$ cat config.mk
export PLATFORM = sky130hd
export DESIGN_NAME = wb_regfile
export DESIGN_NICKNAME = d
export VERILOG_FILES = /design/src/rtl/wb_regfile.sv
export SDC_FILE = /design/constraint.sdc
export NUM_CORES = 1
export LEC_CHECK = 0
export CAP_MARGIN = 0
export CORE_MARGIN = 8
export CORE_UTILIZATION = 43
export CTS_BUF_LIST = sky130_fd_sc_hd__clkbuf_16
export CTS_CLUSTER_DIAMETER = 50
export DETAILED_ROUTE_END_ITERATION = 10
export PLACE_DENSITY = 0.64
export SYNTH_ARGS = -nofsm -noshare
export SYNTH_HDL_FRONTEND = slang
export SYNTH_SLANG_ARGS = --single-unit
$ cat constraint.sdc
create_clock -name clk -period 2.9 [get_ports clk]
set_input_delay 0.58 -clock clk [delete_from_list [all_inputs] [get_ports clk]]
set_output_delay 0.58 -clock clk [all_outputs]
set_load 0.02 [all_outputs]
$ cat src/rtl/wb_regfile.sv
// -----------------------------------------------------------------------------
// wb_regfile
//   Writeback stage and register file. A legal writeback request from the
//   access stage is captured into a one-entry writeback register, then
//   committed to the register file on the following edge. Two combinational
//   read ports bypass the pending writeback entry so decode sees the newest
//   value.
//
// Ports
//   clk         : single clock, all state updates on the rising edge
//   reset       : synchronous, active-high
//   stall       : when 1, the incoming writeback request is dropped
//   wr_en       : writeback request
//   sel_datain  : source select (1 ALU, 2 memory, 3/4 link)
//   dst         : destination register (ignored for link writes)
//   alu_data    : ALU result
//   mem_data    : load data
//   link_data   : return address for call/callr
//   ra_addr/rb_addr : read port addresses
//   ra_data/rb_data : read port data (bypassed)
//   wb_valid    : writeback register holds an entry committing next edge
//   wb_addr/wb_data : writeback register contents
//   sel_err     : sticky flag, set on a request with an illegal select
// -----------------------------------------------------------------------------
module wb_regfile #(
  parameter int DATA_W   = 16,
  parameter int NREG     = 8,
  parameter int LINK_REG = 7,
  localparam int AW      = $clog2(NREG)
) (
  input  logic              clk,
  input  logic              reset,
  input  logic              stall,
  input  logic              wr_en,
  input  logic [2:0]        sel_datain,
  input  logic [AW-1:0]     dst,
  input  logic [DATA_W-1:0] alu_data,
  input  logic [DATA_W-1:0] mem_data,
  input  logic [DATA_W-1:0] link_data,
  input  logic [AW-1:0]     ra_addr,
  input  logic [AW-1:0]     rb_addr,
  output logic [DATA_W-1:0] ra_data,
  output logic [DATA_W-1:0] rb_data,
  output logic              wb_valid,
  output logic [AW-1:0]     wb_addr,
  output logic [DATA_W-1:0] wb_data,
  output logic              sel_err
);

  localparam logic [AW-1:0] LINK_ADDR = AW'(LINK_REG);

  localparam logic [2:0] SEL_ALU   = 3'd1;
  localparam logic [2:0] SEL_MEM   = 3'd2;
  localparam logic [2:0] SEL_CALL  = 3'd3;
  localparam logic [2:0] SEL_CALLR = 3'd4;

  logic              wb_valid_q, wb_valid_d;
  logic [AW-1:0]     wb_addr_q,  wb_addr_d;
  logic [DATA_W-1:0] wb_data_q,  wb_data_d;
  logic              sel_err_q,  sel_err_d;
  logic [DATA_W-1:0] rf_q [NREG];
  logic [DATA_W-1:0] rf_d [NREG];

  logic sel_legal;
  logic req;

  // ---------------------------------------------------------------------------
  // Capture of the writeback request
  // ---------------------------------------------------------------------------
  always_comb begin
    sel_legal  = (sel_datain >= SEL_ALU) && (sel_datain <= SEL_CALLR);
    req        = wr_en && !stall;
    wb_valid_d = 1'b0;
    wb_addr_d  = wb_addr_q;   // address/data hold when nothing is captured
    wb_data_d  = wb_data_q;
    sel_err_d  = sel_err_q;

    if (req) begin
      if (sel_legal) begin
        wb_valid_d = 1'b1;
        case (sel_datain)
          SEL_ALU: begin
            wb_data_d = alu_data;
            wb_addr_d = dst;
          end
          SEL_MEM: begin
            wb_data_d = mem_data;
            wb_addr_d = dst;
          end
          default: begin
            // call / callr: link address always lands in the link register
            wb_data_d = link_data;
            wb_addr_d = LINK_ADDR;
          end
        endcase
      end else begin
        sel_err_d = 1'b1;
      end
    end
  end

  // ---------------------------------------------------------------------------
  // Commit: the pending entry writes its register regardless of stall
  // ---------------------------------------------------------------------------
  generate
    for (genvar gi = 0; gi < NREG; gi++) begin : g_rf_next
      assign rf_d[gi] = (wb_valid_q && (wb_addr_q == AW'(gi))) ? wb_data_q : rf_q[gi];
    end
  endgenerate

  always_ff @(posedge clk) begin
    if (reset) begin
      wb_valid_q <= 1'b0;
      wb_addr_q  <= '0;
      wb_data_q  <= '0;
      sel_err_q  <= 1'b0;
      for (int i = 0; i < NREG; i++) begin
        rf_q[i] <= '0;
      end
    end else begin
      wb_valid_q <= wb_valid_d;
      wb_addr_q  <= wb_addr_d;
      wb_data_q  <= wb_data_d;
      sel_err_q  <= sel_err_d;
      for (int i = 0; i < NREG; i++) begin
        rf_q[i] <= rf_d[i];
      end
    end
  end

  // ---------------------------------------------------------------------------
  // Read ports: the pending entry is newer than the register file contents
  // ---------------------------------------------------------------------------
  always_comb begin
    ra_data = (wb_valid_q && (wb_addr_q == ra_addr)) ? wb_data_q : rf_q[ra_addr];
    rb_data = (wb_valid_q && (wb_addr_q == rb_addr)) ? wb_data_q : rf_q[rb_addr];
  end

  assign wb_valid = wb_valid_q;
  assign wb_addr  = wb_addr_q;
  assign wb_data  = wb_data_q;
  assign sel_err  = sel_err_q;

endmodule
Yosys cells after proc, flatten, opt, wreduce, memory -nomap -nowiden
Memories as Yosys holds them, arrays and structs flattened.
Index checks and enable logic that the tools add are counted.

storage, ports and cells
  flip-flop bits (word level) = 21
  bits in writable memories = 128
  bits of input ports = 64
  word-level logic and storage cells = 86
  memories = 1

operators by class
  magnitude comparators = 2
  equality and inequality tests = 19
  multiplexer cells = 24
  bitwise logic cells = 10
  reductions and logical operators = 26

memories
  name  words  width  read ports  clocked after memory_dff  wr ports  RTL line  text
  rf_q  8      16     2           0                         8         61        logic [DATA_W-1:0] rf_q [NREG];

operator list
  kind                number
  $mux 16             18
  $pmux 16 s2         1
  $reduce_and 2->1    10
  $eq 3x3->1 const B  4
  $logic_and 1x1->1   12
  $eq 3x2->1 const B  3
  $ne 1x1->1 const B  8
  $or 1x1->1          8
  $eq 3x1->1 const B  2
  $eq 3x3->1          2
  $mux 1              4
  $reduce_or 2->1     2
  $ge 3x1->1 const B  1
  $le 3x3->1 const B  1
  $logic_not 3->1     1
  $mux 3              1
  $not 1->1           2
  $logic_not 1->1     1

Depth between registers and ports, before layout
  word-level depth = 5
  gate-level depth with buffers = 6
  depth with buffers taken out = 3

Least setup slack after synthesis
Ideal clock, no wire load.

  path kind = input port to output port
  from = in ra_addr[1]
  to = out ra_data[14]
  data arrival time = 1.982 ns
  data required time = 2.320 ns
  path slack = 0.338 ns
  stages = 5
  path buffers = 2
  cells stage by stage = clkbuf_1 clkbuf_1 mux4_2 mux2_2 mux2_4

between the ends
  word-level cells in the longest chain between the ends = 3

RTL lines
  element                                                               RTL line  text
  start: declaration                                                    40        input logic [AW-1:0] ra_addr,
  parallel branches: the longest is 2 deep, another holds $mem_v2 8x16  --
  $mux 16 *                                                             135       ra_data = (wb_valid_q && (wb_addr_q == ra_addr)) ? wb_data_q : rf_q[ra_addr];
  end: declaration                                                      42        output logic [DATA_W-1:0] ra_data,

Mark *: on every way between the ends.

Worst setup path after layout
  from = in rb_addr[0]
  to = out rb_data[3]

between the ends
  word-level cells in the longest chain between the ends = 3

RTL lines
  element                                                               RTL line  text
  start: declaration                                                    41        input logic [AW-1:0] rb_addr,
  parallel branches: the longest is 2 deep, another holds $mem_v2 8x16  --
  $mux 16 *                                                             136       rb_data = (wb_valid_q && (wb_addr_q == rb_addr)) ? wb_data_q : rf_q[rb_addr];
  end: declaration                                                      43        output logic [DATA_W-1:0] rb_data,

Marks and branches as above.

==> flow_summary.yaml <==
floorplanning:
  num_rows: 50
  die_h_um: 154
  core_mm2: 0.0188
  dieArea_mm2: 0.0238
  initial_core_util: 0.439
  die_x_um: 154
  pin_count: 117
timing:
  fin_ws_ps: 22.7
  fin_crit_ps: 2880
  fin_worst_skew_ps: 8.49
  fin_setup_tns_ps: 0
  max_slew.worst_pin.slew_ps: 778
  finalSetupViolations: 0
  fmax_ghz: 0.348
  rsz0062_at_grt: "yes"
  slew_headroom: 0.481
  hold_violations: 0
  finalCritPeriodShare: 0.992
  slew_viol_final: 0
finish:
  nets: 767
  multiInputGateArea_mm2: 0.00363
  syn2layout_area_growth_pct: 27.4
  n_fill_cell: 1521
  drive_gt1_frac: 0.256
  n_antenna_cell: 0
  regArea_mm2: 0.00426
clock_tree:
  numCtsBuffers: 17
  clkSinkCount: 149
  cts-root-buf: "clkbuf_16"
  cts_tree: "built"
  cts_max_path_buffers: 2
  path_clk_slew_ps: 60
  insertion_delay_ps: 420
  cts_hold_buf: 0
  h-tree-depth: 4
flow_run:
  drv_cap: 0
pwr:
  power_density_mw_per_mm2: 513
  p_seq_frac: 0.462
  clkPwrFrac: 0.374
  p_int_w: 0.00408
  swShare: 0.242
  leakagePower_nw: 4.10
  switchingPower_w: 0.00130
  ir_worst_vdd_mv: 0.442
  p_comb_frac: 0.165
yosys:
  syn_nets: 630
  syn-mean-instance-area_um2: 14.6
  yosys_warnings: 0
  syn_inst: 566
  ys_seq_elements: 149
  netlist_area_mm2: 0.00824
  ys_seq_area_frac: 0.518
  synth-edff-count: 128
  synth.distinct_cells: 31
  ys_async_sr_fraction: 0
  synth_ff_type: "edfxtp_1"
drt:
  wl_per_cell_um: 25.9
  wl_um: 24600
  drt-vias-per-instance: 6.06
  drt_iter0_drc: 555
  drt-pass1-iter-count: 7
  drc: 0
  vias: 5757
  ant_nets: 0
hold_path:
  worstHoldStart: "sel_err"
  hold_class: "flop to flop"
setup_path:
  cp_max_fo: 8
  required_ps: 2320
  critPathKind: "primary input to output pin"
  crit_path_start_kind: "primary input"
  arrival_ps: 2300
  r2r_start: "wb_valid"
  startpoint: "rb_addr[0]"
  cp-end-kind: "output pin"
grt:
  grt_max_degree: 21
  gr-total-overflow: 0
  grt_usage: 0.204
  grt_pass1_vias: 6073
  antenna_found_initial: 0
  grt_pass1_wl_um: 36500
placed_design:
  place_congestion: 0.799
  dp_hpwl_um: 15900
  io_buffers: 116
  dp_slack_ps: -483
run_status:
  status: "finished clean"
sequential cells by signal, summed over array words and instances (netlist names):
name      cells
sel_err       1
wb_addr       3
wb_data      16
wb_valid      1
rf_q        128
timing repair:
action / in CTS / in global routing
resized for setup: 107 / 13
setup endpoints to repair: 32 / 21
setup buffers: 0 / 3
gates cloned: 4 / 1
layout by cell type, fill, tap and decap left out, drive strengths merged, types with 3 or more instances in the layout:
master and instances:
dlygate4sd2 3, dfxtp 21, inv 25, xnor2 6, nand3 20, clkdlybuf4s15 12, nand2b 22, clkdlybuf4s50 78
mux2 64, nor2 97, clkinv 5, a31oi 19, a311oi 16, buf 63, a21oi 3, bufbuf 3
clkbuf 28, mux4 64, edfxtp 128, a22oi 16, nor2b 4, a211oi 3
worst paths after layout:
path / endpoint / slack, ps / cells past startpoint
setup / recovery: rb_data[3] / 20 / 6
hold / removal: sel_err / 490 / 1
setup reg to reg: rf_q[1][8] / 1080 / 5
hold reg to reg: sel_err / 490 / 1
metal layers:
layer | vias to the layer above | wire [µm] | GRT usage
met3 | 34 | 1580 | 0.0401
met1 | 2945 | 10300 | 0.256
met4 | 0 | 473 | 0.0616
li1 | 2551 | - | -
met2 | 227 | 12200 | 0.350
met5 | - | 0 | 0
final cells by class:
cell class / count / share of cell area
inverter: 17 / 0.00608
clock inverter: 14 / 0.00787
sequential: 149 / 0.406
timing repair buffer: 169 / 0.162
tap: 234 / 0.0279
multi-input combinational: 349 / 0.346
clock buffer: 18 / 0.0429
power groups by stage:
stage / clock (W) / sequential [W] / combinational, W
final: 0.00201 / 0.00248 / 0.000886
after global routing: 0.00212 / 0.00249 / 0.000933
after CTS: 0.00202 / 0.00248 / 0.000890
after detailed placement: 0 / 0.00253 / 0.000884
after global placement: 0 / 0.00252 / 0.000877
after floorplan: 0 / 0.00251 / 0.000493
per-stage QoR:
| stage | cells | instance area (µm²) | total power, W | hold slack, ps | utilization |
|---|---|---|---|---|---|
| final | 950 | 10500 | 0.00538 | 493 | 0.559 |
| after global routing | 950 | 10500 | 0.00554 | 516 | 0.559 |
| after CTS | 946 | 10500 | 0.00539 | 493 | 0.560 |
| after detailed placement | 910 | 9880 | 0.00341 | 480 | 0.526 |
| after global placement | 910 | 9880 | 0.00339 | 465 | 0.526 |
| after floorplan | 566 | 8240 | 0.00301 | 610 | - |
cell usage after synthesis, types with 6 or more instances:
cell type / n / area [µm²]
mux2_2: 53 / 597
dfxtp_1: 21 / 420
inv_1: 17 / 63.8
a22oi_1: 16 / 120
buf_6: 9 / 101
a311oi_1: 16 / 140
nand3_1: 20 / 100
nand2b_1: 22 / 138
edfxtp_1: 128 / 3840
xnor2_1: 6 / 52.6
mux2_4: 11 / 165
nor2_1: 97 / 364
clkbuf_1: 36 / 135
mux4_1: 60 / 1580
a31oi_1: 19 / 119
kinds of logic after synthesis:
logic type	count (synthesis)	synth area share
xor gates and xnor gates	6	0.00638
muxes	128	0.295
and+or+nand+nor	153	0.0852
buffers and inverters	68	0.0404
AOI/OAI and AO/OA	62	0.0557
DFF	149	0.518
critical path, cell delays in order:
cell and delay, ps:
buf_6 140, bufbuf_16 300, mux4_1 560, mux2_2 280
mux2_2 270, buf_2 160
Power figures use the tool's default switching activity.
